**src/rtl/mips_prog_loader_if.sv**
```systemverilog
// Descriptor handshake, instruction-memory write port and load status for the MIPS program loader.
// master = the side that issues descriptors; slave = the loader.
interface mips_prog_loader_if #(
  parameter int ADDR_W = 8
);
  logic              start;
  logic              in_valid;
  logic              in_ready;
  logic [2:0]        in_op;
  logic [5:0]        in_funct;
  logic [4:0]        in_rs;
  logic [4:0]        in_rt;
  logic [4:0]        in_rd;
  logic [4:0]        in_shamt;
  logic [15:0]       in_imm;
  logic [ADDR_W-1:0] in_target;
  logic              imem_we;
  logic [ADDR_W-1:0] imem_addr;
  logic [31:0]       imem_wdata;
  logic              busy;
  logic              done;
  logic              err;
  logic [ADDR_W:0]   count;

  modport master (
    output start, in_valid, in_op, in_funct, in_rs, in_rt, in_rd, in_shamt, in_imm, in_target,
    input  in_ready, imem_we, imem_addr, imem_wdata, busy, done, err, count
  );

  modport slave (
    input  start, in_valid, in_op, in_funct, in_rs, in_rt, in_rd, in_shamt, in_imm, in_target,
    output in_ready, imem_we, imem_addr, imem_wdata, busy, done, err, count
  );
endinterface

```
**src/rtl/mips_prog_loader.sv**
```systemverilog
// Encodes instruction descriptors into 32-bit MIPS words and writes them sequentially
// into instruction memory starting at BASE_ADDR.
module mips_prog_loader #(
  parameter int ADDR_W    = 8,
  parameter int BASE_ADDR = 0
) (
  input  logic              clk,
  input  logic              reset,
  mips_prog_loader_if.slave bus
);
  typedef enum logic [1:0] {IDLE, LOAD, DONE} state_t;

  localparam logic [ADDR_W:0]   FULL   = {1'b1, {ADDR_W{1'b0}}};
  localparam logic [ADDR_W-1:0] BASE   = ADDR_W'(BASE_ADDR);
  localparam logic [2:0]        OP_END = 3'd7;

  state_t            state_q;
  logic [ADDR_W-1:0] addr_q;
  logic [ADDR_W-1:0] waddr_q;
  logic [ADDR_W:0]   count_q;
  logic [31:0]       wdata_q;
  logic              we_q, ready_q, busy_q, done_q, err_q;

  logic              accept;
  logic [31:0]       word_d;
  logic              bad_d;
  logic signed [16:0] off;

  function automatic logic funct_legal(input logic [5:0] f);
    case (f)
      6'h20, 6'h24, 6'h27, 6'h08, 6'h2A, 6'h00: return 1'b1;
      default:                                  return 1'b0;
    endcase
  endfunction

  assign accept = bus.in_valid & ready_q;

  // beq offset is relative to the word after the branch being written.
  always_comb begin
    word_d = '0;
    bad_d  = 1'b0;
    off    = 17'(bus.in_target) - 17'(addr_q) - 17'd1;
    case (bus.in_op)
      3'd0: begin
        word_d = {6'h00, bus.in_rs, bus.in_rt, bus.in_rd, bus.in_shamt, bus.in_funct};
        bad_d  = !funct_legal(bus.in_funct);
      end
      3'd1: word_d = {6'h08, bus.in_rs, bus.in_rt, bus.in_imm};
      3'd2: word_d = {6'h23, bus.in_rs, bus.in_rt, bus.in_imm};
      3'd3: word_d = {6'h2B, bus.in_rs, bus.in_rt, bus.in_imm};
      3'd4: word_d = {6'h0C, bus.in_rs, bus.in_rt, bus.in_imm};
      3'd5: begin
        word_d = {6'h04, bus.in_rs, bus.in_rt, off[15:0]};
        bad_d  = off[16] ^ off[15];
      end
      3'd6:    word_d = {6'h03, 26'(bus.in_target)};
      default: word_d = '0;
    endcase
  end

  always_ff @(posedge clk) begin
    if (reset) begin
      state_q <= IDLE;
      addr_q  <= BASE;
      waddr_q <= BASE;
      count_q <= '0;
      wdata_q <= '0;
      we_q    <= 1'b0;
      ready_q <= 1'b0;
      busy_q  <= 1'b0;
      done_q  <= 1'b0;
      err_q   <= 1'b0;
    end else begin
      we_q <= 1'b0;
      case (state_q)
        IDLE, DONE: begin
          if (bus.start) begin
            state_q <= LOAD;
            addr_q  <= BASE;
            count_q <= '0;
            err_q   <= 1'b0;
            ready_q <= 1'b1;
            busy_q  <= 1'b1;
            done_q  <= 1'b0;
          end
        end
        LOAD: begin
          if (accept) begin
            if (bus.in_op == OP_END || bad_d || count_q == FULL) begin
              state_q <= DONE;
              ready_q <= 1'b0;
              busy_q  <= 1'b0;
              done_q  <= 1'b1;
              err_q   <= (bus.in_op != OP_END);
            end else begin
              we_q    <= 1'b1;
              waddr_q <= addr_q;
              wdata_q <= word_d;
              addr_q  <= addr_q + 1'b1;
              count_q <= count_q + 1'b1;
            end
          end
        end
        default: state_q <= IDLE;
      endcase
    end
  end

  assign bus.in_ready   = ready_q;
  assign bus.imem_we    = we_q;
  assign bus.imem_addr  = waddr_q;
  assign bus.imem_wdata = wdata_q;
  assign bus.busy       = busy_q;
  assign bus.done       = done_q;
  assign bus.err        = err_q;
  assign bus.count      = count_q;
endmodule
```
**src/flat_wrapper.sv**
```systemverilog
// flat-port wrapper written by rule: the top's interface ports become plain ports
module mips_prog_loader_flat 
#(
  parameter int ADDR_W    = 8,
  parameter int BASE_ADDR = 0
)
  (clk, reset, bus_start, bus_in_valid, bus_in_op, bus_in_funct, bus_in_rs, bus_in_rt, bus_in_rd, bus_in_shamt, bus_in_imm, bus_in_target, bus_in_ready, bus_imem_we, bus_imem_addr, bus_imem_wdata, bus_busy, bus_done, bus_err, bus_count);
  mips_prog_loader_if #(.ADDR_W(ADDR_W)) bus_i ();
  input  logic clk;
  input  logic reset;
  input wire logic [$bits(bus_i.start)-1:0] bus_start;
  input wire logic [$bits(bus_i.in_valid)-1:0] bus_in_valid;
  input wire logic [$bits(bus_i.in_op)-1:0] bus_in_op;
  input wire logic [$bits(bus_i.in_funct)-1:0] bus_in_funct;
  input wire logic [$bits(bus_i.in_rs)-1:0] bus_in_rs;
  input wire logic [$bits(bus_i.in_rt)-1:0] bus_in_rt;
  input wire logic [$bits(bus_i.in_rd)-1:0] bus_in_rd;
  input wire logic [$bits(bus_i.in_shamt)-1:0] bus_in_shamt;
  input wire logic [$bits(bus_i.in_imm)-1:0] bus_in_imm;
  input wire logic [$bits(bus_i.in_target)-1:0] bus_in_target;
  output wire logic [$bits(bus_i.in_ready)-1:0] bus_in_ready;
  output wire logic [$bits(bus_i.imem_we)-1:0] bus_imem_we;
  output wire logic [$bits(bus_i.imem_addr)-1:0] bus_imem_addr;
  output wire logic [$bits(bus_i.imem_wdata)-1:0] bus_imem_wdata;
  output wire logic [$bits(bus_i.busy)-1:0] bus_busy;
  output wire logic [$bits(bus_i.done)-1:0] bus_done;
  output wire logic [$bits(bus_i.err)-1:0] bus_err;
  output wire logic [$bits(bus_i.count)-1:0] bus_count;
  assign bus_i.start = bus_start;
  assign bus_i.in_valid = bus_in_valid;
  assign bus_i.in_op = bus_in_op;
  assign bus_i.in_funct = bus_in_funct;
  assign bus_i.in_rs = bus_in_rs;
  assign bus_i.in_rt = bus_in_rt;
  assign bus_i.in_rd = bus_in_rd;
  assign bus_i.in_shamt = bus_in_shamt;
  assign bus_i.in_imm = bus_in_imm;
  assign bus_i.in_target = bus_in_target;
  assign bus_in_ready = bus_i.in_ready;
  assign bus_imem_we = bus_i.imem_we;
  assign bus_imem_addr = bus_i.imem_addr;
  assign bus_imem_wdata = bus_i.imem_wdata;
  assign bus_busy = bus_i.busy;
  assign bus_done = bus_i.done;
  assign bus_err = bus_i.err;
  assign bus_count = bus_i.count;
  mips_prog_loader #(.ADDR_W(ADDR_W), .BASE_ADDR(BASE_ADDR)) u_core (.clk(clk), .reset(reset), .bus(bus_i));
endmodule
```
**config.mk**
```make
export PLATFORM = sky130hd
export DESIGN_NAME = mips_prog_loader_flat
export DESIGN_NICKNAME = d
export VERILOG_FILES = /design/src/rtl/mips_prog_loader_if.sv /design/src/rtl/mips_prog_loader.sv /design/src/flat_wrapper.sv
export SDC_FILE = /design/constraint.sdc
export NUM_CORES = 1
export LEC_CHECK = 0
export CORE_MARGIN = 2
export CORE_UTILIZATION = 48
export CTS_CLUSTER_SIZE = 25
export DETAILED_ROUTE_END_ITERATION = 10
export HOLD_SLACK_MARGIN = 0.06
export PLACE_DENSITY = 0.92
export SYNTH_ARGS = -nofsm -noshare
export SYNTH_HDL_FRONTEND = slang
export SYNTH_SLANG_ARGS = --single-unit
```
**constraint.sdc**
```tcl
create_clock -name clk -period 5.4 [get_ports clk]
set_input_delay 0.54 -clock clk [delete_from_list [all_inputs] [get_ports clk]]
set_output_delay 0.54 -clock clk [all_outputs]
set_load 0.02 [all_outputs]
```
**Yosys cells after proc, flatten, opt, wreduce, memory -nomap -nowiden**

Cells that the tools add are included.

- Bits in registers: 63
- Output and inout port bits: 54

- Add/subtract/negate cells: 4
- Equal/unequal tests: 20
- Mux-type cells: 28
- Bitwise operators: 5
- Reductions and logical operators: 14

Operator list:

| operator | number |
|---|---|
| one-hot mux 32 bit (7 select lines) | 1 |
| 2-to-1 mux 9 bit | 3 |
| == test 6 bit, second input constant | 4 |
| 2-to-1 mux 8 bit | 3 |
| one-hot mux 9 bit (2 select lines) | 1 |
| subtractor 17 x 1 -> 17 bit, second input constant | 1 |
| one-hot mux 8 bit (2 select lines) | 1 |
| == test 3 bit, second input constant | 4 |
| 2-to-1 mux 1 bit | 11 |
| adder 9 x 1 -> 9 bit, second input constant | 1 |
| == test 9 bit, second input constant | 1 |
| subtractor 8 x 8 -> 9 bit | 1 |
| adder 8 x 1 -> 8 bit, second input constant | 1 |
| one-hot mux 1 bit (2 select lines) | 4 |
| AND reduction 4 bit | 2 |
| == test 3 x 2 -> 1 bit, second input constant | 2 |
| == test 6 x 4 -> 1 bit, second input constant | 1 |
| logical NOT 6 bit | 1 |
| 2-to-1 mux 2 bit | 3 |
| AND reduction 3 bit | 2 |
| OR reduction 6 bit | 1 |
| inequality test 2 x 1 -> 1 bit, second input constant | 2 |
| inequality test 2 bit, second input constant | 2 |
| one-hot mux 2 bit (2 select lines) | 1 |
| 14 further kinds | 17 |

**Logic depth before layout (Yosys ltp)**

Gate-level depths: netlist (run 1).

- Word-level depth: 11
- Depth in mapped cells: 19
- Depth with buffers taken out: 16

**Least setup slack after synthesis (run 1)**

OpenSTA, ideal clock, no wires.

- Kind: input to register
- Start point: input port bus_in_target[0]
- End point: register u_core.addr_q[6]
- Library setup time: 0.132 ns
- Arrival time: 4.008 ns
- Data required time: 5.268 ns
- Setup slack: 1.260 ns
- Stages: 19
- Buffers on the path: 3
- Cells stage by stage: inv_1 ha_1 fa_1 nor2b_2 o21ai_1 mux2_2 a311oi_1 nor3_1 nand2_1 ha_1 nor3_1 o21ai_0 o221ai_1 or4_1 clkbuf_1 buf_2 buf_2 o21ai_0 a21oi_1

- Cells in the longest elaborated chain, start to end: 8

RTL lines:

| item | RTL line | source |
|---|---|---|
| from (decl) | flat_wrapper.sv:20 | `input wire logic [$bits(bus_i.in_target)-1:0] bus_in_target;` |
| subtractor 8 x 8 -> 9 bit | mips_prog_loader.sv:42 | `off = 17'(bus.in_target) - 17'(addr_q) - 17'd1;` |
| subtractor 17 x 1 -> 17 bit | mips_prog_loader.sv:42 |  |
| XOR 1 bit | mips_prog_loader.sv:54 | `bad_d = off[16] ^ off[15];` |
| one-hot mux 1 bit (2 select lines) | mips_prog_loader.sv:43 | `case (bus.in_op)` |
| logical OR 1 bit (2 in series) | mips_prog_loader.sv:89 | `if (bus.in_op == OP_END \|\| bad_d \|\| count_q == FULL) begin` |
| inequality test 2 bit (no source line) | n/a |  |
| AND reduction 4 bit (no source line) | n/a |  |
| to (signal assigned) | mips_prog_loader.sv:99 | `addr_q <= addr_q + 1'b1;` |
| to (decl) | mips_prog_loader.sv:18 | `logic [ADDR_W-1:0] addr_q;` |

Every way passes these cells.
A chain may end at the register's enable or synchronous reset.

**Final worst setup path (run 1)**

- Start point: input port bus_in_target[0]
- End point: register u_core.count_q[8] (netlist: u_core.bus.count[8])

- Cells in the longest elaborated chain, start to end: 8

RTL lines:

| item | RTL line | source |
|---|---|---|
| subtractor 8 x 8 -> 9 bit | mips_prog_loader.sv:42 |  |
| subtractor 17 x 1 -> 17 bit | mips_prog_loader.sv:42 |  |
| XOR 1 bit | mips_prog_loader.sv:54 |  |
| one-hot mux 1 bit (2 select lines) | mips_prog_loader.sv:43 |  |
| logical OR 1 bit (2 in series) | mips_prog_loader.sv:89 |  |
| inequality test 2 bit (no source line) | n/a |  |
| AND reduction 4 bit (no source line) | n/a |  |
| to (signal assigned) | mips_prog_loader.sv:100 | `count_q <= count_q + 1'b1;` |
| to (decl) | mips_prog_loader.sv:20 | `logic [ADDR_W:0] count_q;` |

Every way passes these cells.

==> results of run 1 <==
[synthesized netlist by cell type, drive strengths merged (3+ instances only)]
cell type	instances
nor3	5
or3	7
nor2b	6
nand2	40
inv	17
xnor2	6
o21ai	33
and3	3
o31ai	4
nand4	5
dfxtp	61
ha	13
a22oi	8
a221oi	6
a21oi	54
o211ai	3
nor4b	3
a31oi	5
clkbuf	19
mux2	9
mux2i	19
nor2	45
nand2b	7
buf	13
o221a	4
nand3	23
or4	4
nand3b	3
a211oi	9
[power groups by stage]
stage / combinational, mW / sequential, mW / clock (mW)
after floorplan: 0.116 / 0.481 / 0
after global placement: 0.206 / 0.473 / 0
after detailed placement: 0.211 / 0.473 / 0
after CTS: 0.212 / 0.463 / 0.429
after global routing: 0.234 / 0.464 / 0.449
final: 0.216 / 0.463 / 0.419
[worst max-delay path by stage]
| stage | from | cells past startpoint | to | slack, ns |
|---|---|---|---|---|
| finish | bus_in_target[0] | 18 | u_core.bus.count[8] | 0.44 |
| floorplan | bus_in_target[0] | 19 | u_core.addr_q[6] | 1.26 |
| detailed placement | bus_in_target[0] | 18 | u_core.bus.count[8] | 0.17 |
| global placement | bus_in_target[0] | 18 | u_core.bus.count[8] | 0.35 |
| CTS | bus_in_target[0] | 18 | u_core.bus.count[8] | 0.54 |
| global route | bus_in_target[0] | 17 | u_core.bus.count[8] | 0.25 |
[cell families after synthesis]
group,count (synthesis)
xor gates and xnor gates,7
buffers and inverters,50
muxes,28
adders and majority gates,14
AOI/OAI and AO/OA,145
and+or+nand+nor,163
DFF,61
other,1
[cells in the final DEF (no fill, tap or decap), drive strengths merged, types with 10 or more instances in the layout]
cell / instances
nor2: 45
inv: 20
o21ai: 33
clkdlybuf4s50: 109
clkbuf: 10
dfxtp: 61
buf: 10
nand2: 40
a21oi: 54
ha: 13
mux2i: 19
nand3: 23
[registers in the layout (all words and copies together), names as in the netlist]
signal and count:
u_core.bus.imem_addr 8, u_core.bus.count 9, u_core.bus.done 1, u_core.bus.busy 1
u_core.addr_q 8, u_core.bus.imem_wdata 30, u_core.bus.err 1, u_core.bus.imem_we 1
u_core.state_q 2
[layer usage]
layer	track usage	up-vias	wire (um)
li1	-	1920	-
met1	0.308	1851	4480
met2	0.445	176	5290
met3	0.0477	26	737
met4	0.0896	0	244
met5	0	-	0
[cell type report]
cell class,instances,area [um2]
sequential,61,1220
clock inverter,6,68.8
tap,102,128
clock buffer,10,138
inverter,18,67.6
timing repair buffer,119,1170
fill,636,2530
multi-input combinational,358,2280
[metrics by stage]
step / cells / instance area [um2] / setup WS, ns / util / hold slack [ns]
floorplan: 469 / 3710 / 1.26 / - / 0.455
finish: 674 / 5070 / 0.444 / 0.667 / 0.448
detailed placement: 658 / 4870 / 0.166 / 0.640 / 0.444
global route: 674 / 5070 / 0.250 / 0.667 / 0.477
global placement: 658 / 4870 / 0.354 / 0.640 / 0.440
CTS: 674 / 5070 / 0.542 / 0.667 / 0.454
[worst max-delay path, cell delays in order]
cell and delay, ns:
clkdlybuf4s50_1 0.50, inv_1 0.06, ha_1 0.23, fa_1 0.51, nor2b_2 0.20, o21ai_1 0.10, mux2_2 0.29, a311oi_1 0.43
nor3_1 0.13, nand2_1 0.10, ha_1 0.16, nor3_1 0.07, o21ai_0 0.09, o221ai_1 0.22, or4_1 0.76, buf_4 0.30
or3_1 0.36, a21oi_1 0.15
==> flow_summary_export.csv, run 1 <==
group,metric,value,unit
detailed_routing,drt-wirelength-per-cell,15.9,um
pwr,p_int,790,uW
synthesis,ys.flop_type,"dfxtp_1",
flow_run,timing.max_cap.violations,0,
detailed_routing,via_per_inst,5.89,
worst_setup_path,worst_setup_path_end_kind,"flip-flop",
clock_network,clkTransAtPathRegs,0.08,ns
synthesis,ys_ff_latch,61,
floorplan,dieArea,8450,um2
worst_setup_path,r2r_start,"u_core.addr_q[0]",
final_layout,drive_above_1_share,0.0839,
detailed_routing,route.vias.total,3973,
synthesis,syn_area_per_cell,7.92,um2
floorplan,die_w,91.9,um
worst_setup_path,rr_endpoint,"u_core.bus.count[8]",
final_layout,syn_to_final_growth,36.7,%
synthesis,synth-async-reset-ratio,0,
place,dp_hpwl,7.96,mm
final_layout,final_nets,638,
detailed_routing,drc,0,
synthesis,synth_xor_xnor_area_share,0.0165,
synthesis,synth_top_family_by_area,"compound AO/OA/AOI/OAI gates",
floorplan,die_y,91.9,um
timing,fin_setup_tns,0,ns
detailed_routing,postRouteAntennaNets,0,
floorplan,num_rows,32,
clock_network,insertion_delay,0.34,ns
timing,period_share,0.918,
floorplan,core,7610,um2
synthesis,netlist_instances,469,
synthesis,yosysTopAreaCell,"dfxtp_1",
global_route,grt_util_all_layers,0.253,
worst_setup_path,cp_max_fo,20,
place,gp_routability_congestion,0.894,
synthesis,synth.distinct_cells,61,
timing,hold_viol,0,
timing,tightest_slew,0.799,ns
pwr,power.total,1.10,mW
clock_network,cts_buffer_depth,2,
pwr,clockPowerShare,0.382,
worst_setup_path,r2r_cells,16,
timing,maxSlewViolCount,0,
detailed_routing,wl,10.7,mm
hold_path,hp-start,"u_core.bus.imem_wdata[24]",
worst_setup_path,criticalPathCategory,"primary input to flip-flop",
synthesis,synth_area,3710,um2
global_route,grt_pass1_vias,3700,
timing,rsz0062_at_grt,"no",
pwr,comb_power_share,0.196,
worst_setup_path,crit_path_start_kind,"primary input",
final_layout,antenna_cells,0,
detailed_routing,first_pass_iters,7,
synthesis,synth_enable_flop_cells,0,
clock_network,postCtsHoldBufs,0,
pwr,p_leak,1.79,nW
worst_setup_path,cp.required,5.66,ns
clock_network,clock-sinks,61,
timing,clock_skew,0.00774,ns
synthesis,synthDominantCellAreaShare,0.329,
timing,slew_headroom,0.466,
global_route,grt-ovfl-total,0,
pwr,power.density,216,nW/um2
clock_network,cts_buffers,9,
synthesis,synthTopCellsByArea,"dfxtp_1, a21oi_1, mux2i_1",
global_route,antenna_found_initial,0,
outcome,status,"completed",
pwr,p_switching,309,uW
hold_path,hold_depth,2,
synthesis,synth-simple-area-share,0.220,
global_route,grt_pass1_wl,17.4,mm
synthesis,syn_nets,540,
hold_path,hold_class,"flip-flop to flip-flop",
synthesis,ys_seq_area_frac,0.329,
floorplan,io_pins,111,
clock_network,cts-resized-gates,0,
pwr,switching_share,0.281,
pwr,vdd.ir_drop.worst,0.162,mV
clock_network,cts_setup_buffers,0,
worst_setup_path,r2r_setup_slack,0.77,ns
synthesis,ys.warnings.count,0,
synthesis,synth_compound_area_frac,0.248,
timing,fin_crit,4.96,ns
clock_network,cts_root_buf,"clkbuf_8",
clock_network,htree_levels,3,
hold_path,hold_path_end,"u_core.bus.imem_wdata[24]",
detailed_routing,drt_iter0_drc,238,
pwr,seq_power_share,0.422,
synthesis,synth-adder-area-share,0.0492,
global_route,grt_max_degree,41,
place,numPortBuffers,109,
clock_network,cts_tree,"yes",
timing,setup_viol,0,
floorplan,initial_utilization,0.488,
synthesis,synthMuxAreaShare,0.0785,
timing,clock.fmax,0.202,GHz
worst_setup_path,worstPathArrival,5.22,ns
(Power assumes the default switching activity.)
==> run 2: changes to the inputs <==
CORE_MARGIN = 10   (was 2)
CORE_UTILIZATION = 43   (was 48)
HOLD_SLACK_MARGIN = 0.02   (was 0.06)
PLACE_DENSITY = 0.88   (was 0.92)
clock period = 4.3 ns   (was 5.4 ns; I/O delays follow)
==> flow_summary_export.csv, run 2 (synthesis results as in run 1) <==
group,metric,value,unit
place,numPortBuffers,109,
place,post_dp_cell_area,5110,um2
final_layout,syn_to_final_growth,47.4,%
final_layout,layout_common_cells,"clkdlybuf4s50_1, dfxtp_1, a21oi_1",
global_route,grt_pass1_vias,4222,
hold_path,hold_depth,2,
timing,maxSlewViolCount,0,
final_layout,fillers,692,
detailed_routing,wl,13.3,mm
timing,period_share,0.969,
pwr,p_leak,2.00,nW
clock_network,clkTransAtPathRegs,0.07,ns
worst_setup_path,cp_max_fo,8,
pwr,power.total,1.46,mW
place,gp_routability_congestion,0.910,
pwr,vdd.ir_drop.worst,0.222,mV
flow_run,timing.max_cap.violations,0,
detailed_routing,drc,0,
global_route,antenna_found_initial,0,
final_layout,layout_commonest_cell,"clkdlybuf4s50_1",
clock_network,cts_root_buf,"clkbuf_8",
pwr,seq_power_share,0.398,
final_layout,final_core_util,0.659,
clock_network,clock-sinks,61,
final_layout,antenna_cells,0,
clock_network,insertion_delay,0.34,ns
pwr,comb_power_share,0.209,
timing,clock.fmax,0.240,GHz
place,dp_hpwl,9.91,mm
hold_path,hold_class,"flip-flop to flip-flop",
final_layout,drive_above_1_share,0.161,
floorplan,die_w,113,um
floorplan,io_pins,111,
clock_network,htree_levels,3,
place,place_ws,-0.431,ns
floorplan,num_rows,33,
timing,layout_setup_ws,0.134,ns
floorplan,die_y,113,um
floorplan,core,8300,um2
final_layout,final_nets,676,
pwr,p_switching,397,uW
clock_network,cts_tree,"yes",
global_route,grt_util_all_layers,0.198,
detailed_routing,postRouteAntennaNets,0,
detailed_routing,drt-wirelength-per-cell,18.6,um
floorplan,dieArea,12700,um2
outcome,status,"completed",
timing,hold_viol,0,
global_route,grt_max_degree,41,
worst_setup_path,cp.required,4.57,ns
detailed_routing,first_pass_iters,5,
detailed_routing,drt_iter0_drc,380,
final_layout,final_area,5470,um2
detailed_routing,via_per_inst,5.88,
pwr,p_int,1.07,mW
clock_network,cts_buffers,9,
worst_setup_path,crit_path_start_kind,"primary input",
timing,fin_crit,4.17,ns
worst_setup_path,worstPathArrival,4.43,ns
final_layout,largest_reg_flops,30,
worst_setup_path,r2r_cells,15,
pwr,clockPowerShare,0.393,
timing,tightest_slew,0.643,ns
clock_network,cts_buffer_depth,2,
pwr,switching_share,0.271,
global_route,grt_pass1_wl,21.1,mm
timing,clock_skew,0.00986,ns
pwr,power.density,267,nW/um2
global_route,grt-ovfl-total,0,
worst_setup_path,worst_setup_path_end_kind,"flip-flop",
timing,slew_headroom,0.565,
timing,setup_viol,0,
floorplan,initial_utilization,0.447,
clock_network,postCtsHoldBufs,0,
worst_setup_path,criticalPathCategory,"primary input to flip-flop",
detailed_routing,route.vias.total,4207,
==> run 2: changes by cell type in the layout (fill, tap and decap cells not counted), sizes merged <==
cell,change
clkinv,+2
bufinv,+1
clkbuf,+2
buf,+36
inv,-3
==> run 2: final timing paths <==
check / from / endpoint / slack (ns)
hold reg to reg: u_core.bus.imem_wdata[24] / u_core.bus.imem_wdata[24] / 0.45
setup reg to reg: u_core.addr_q[0] / u_core.bus.count[8] / 0.33
hold / removal: u_core.bus.imem_wdata[24] / u_core.bus.imem_wdata[24] / 0.45
setup / recovery: bus_in_target[0] / u_core.bus.count[8] / 0.13
==> run 2: metal layers <==
metal | global-route usage | part of all wire | routed length (um)
met5 | 0 | 0 | 0
met4 | 0.0821 | 0.028 | 369
met3 | 0.0608 | 0.088 | 1180
met2 | 0.333 | 0.48 | 6350
met1 | 0.228 | 0.41 | 5410
==> run 2: power groups by stage <==
stage / logic [mW] / registers (mW) / clock network (mW)
2_1_floorplan: 0.146 / 0.604 / 0
3_3_place_gp: 0.286 / 0.594 / 0
3_5_place_dp: 0.289 / 0.594 / 0
4_1_cts: 0.292 / 0.582 / 0.582
5_1_grt: 0.332 / 0.583 / 0.603
6_report: 0.306 / 0.582 / 0.575
==> run 2: metrics by stage <==
stage	instances	hold WS [ns]	TNS, ns
6_report	715	0.450	0
5_1_grt	715	0.480	-0.555
4_1_cts	709	0.454	0
3_5_place_dp	693	0.444	-13.70
3_3_place_gp	693	0.438	-6.84
2_1_floorplan	469	0.455	0
==> run 2: area by class of cell <==
type | count | area, um2 | area share
flip-flops and latches | 61 | 1220 | 0.223
inverters | 18 | 67.6 | 0.0123
clock inverters | 6 | 86.3 | 0.0158
repair buffers | 157 | 1470 | 0.268
well taps | 105 | 131 | 0.0240
multi-input cells | 358 | 2360 | 0.431
clock buffers | 10 | 138 | 0.0252
==> run 2: critical path, cell delays in order <==
cell and delay [ns]:
clkdlybuf4s50_1 0.48, inv_1 0.05, ha_2 0.19, fa_2 0.43, nor2b_4 0.15, nand4_1 0.16, a2111oi_4 0.35, a311oi_2 0.09
nor3_2 0.25, nand2_1 0.09, ha_2 0.22, nand2_2 0.08, and4bb_2 0.27, or4_4 0.50, buf_6 0.17, or3_1 0.37
a21oi_1 0.15
==> run 2: repair_timing <==
item / CTS / global route
hold endpoints to repair: 0 / 0
endpoints found under the setup margin: 10 / 59
gates cloned: 0 / 1
resized for setup: 2 / 19
buffers inserted: 0 / 5
pin swaps: 0 / 11
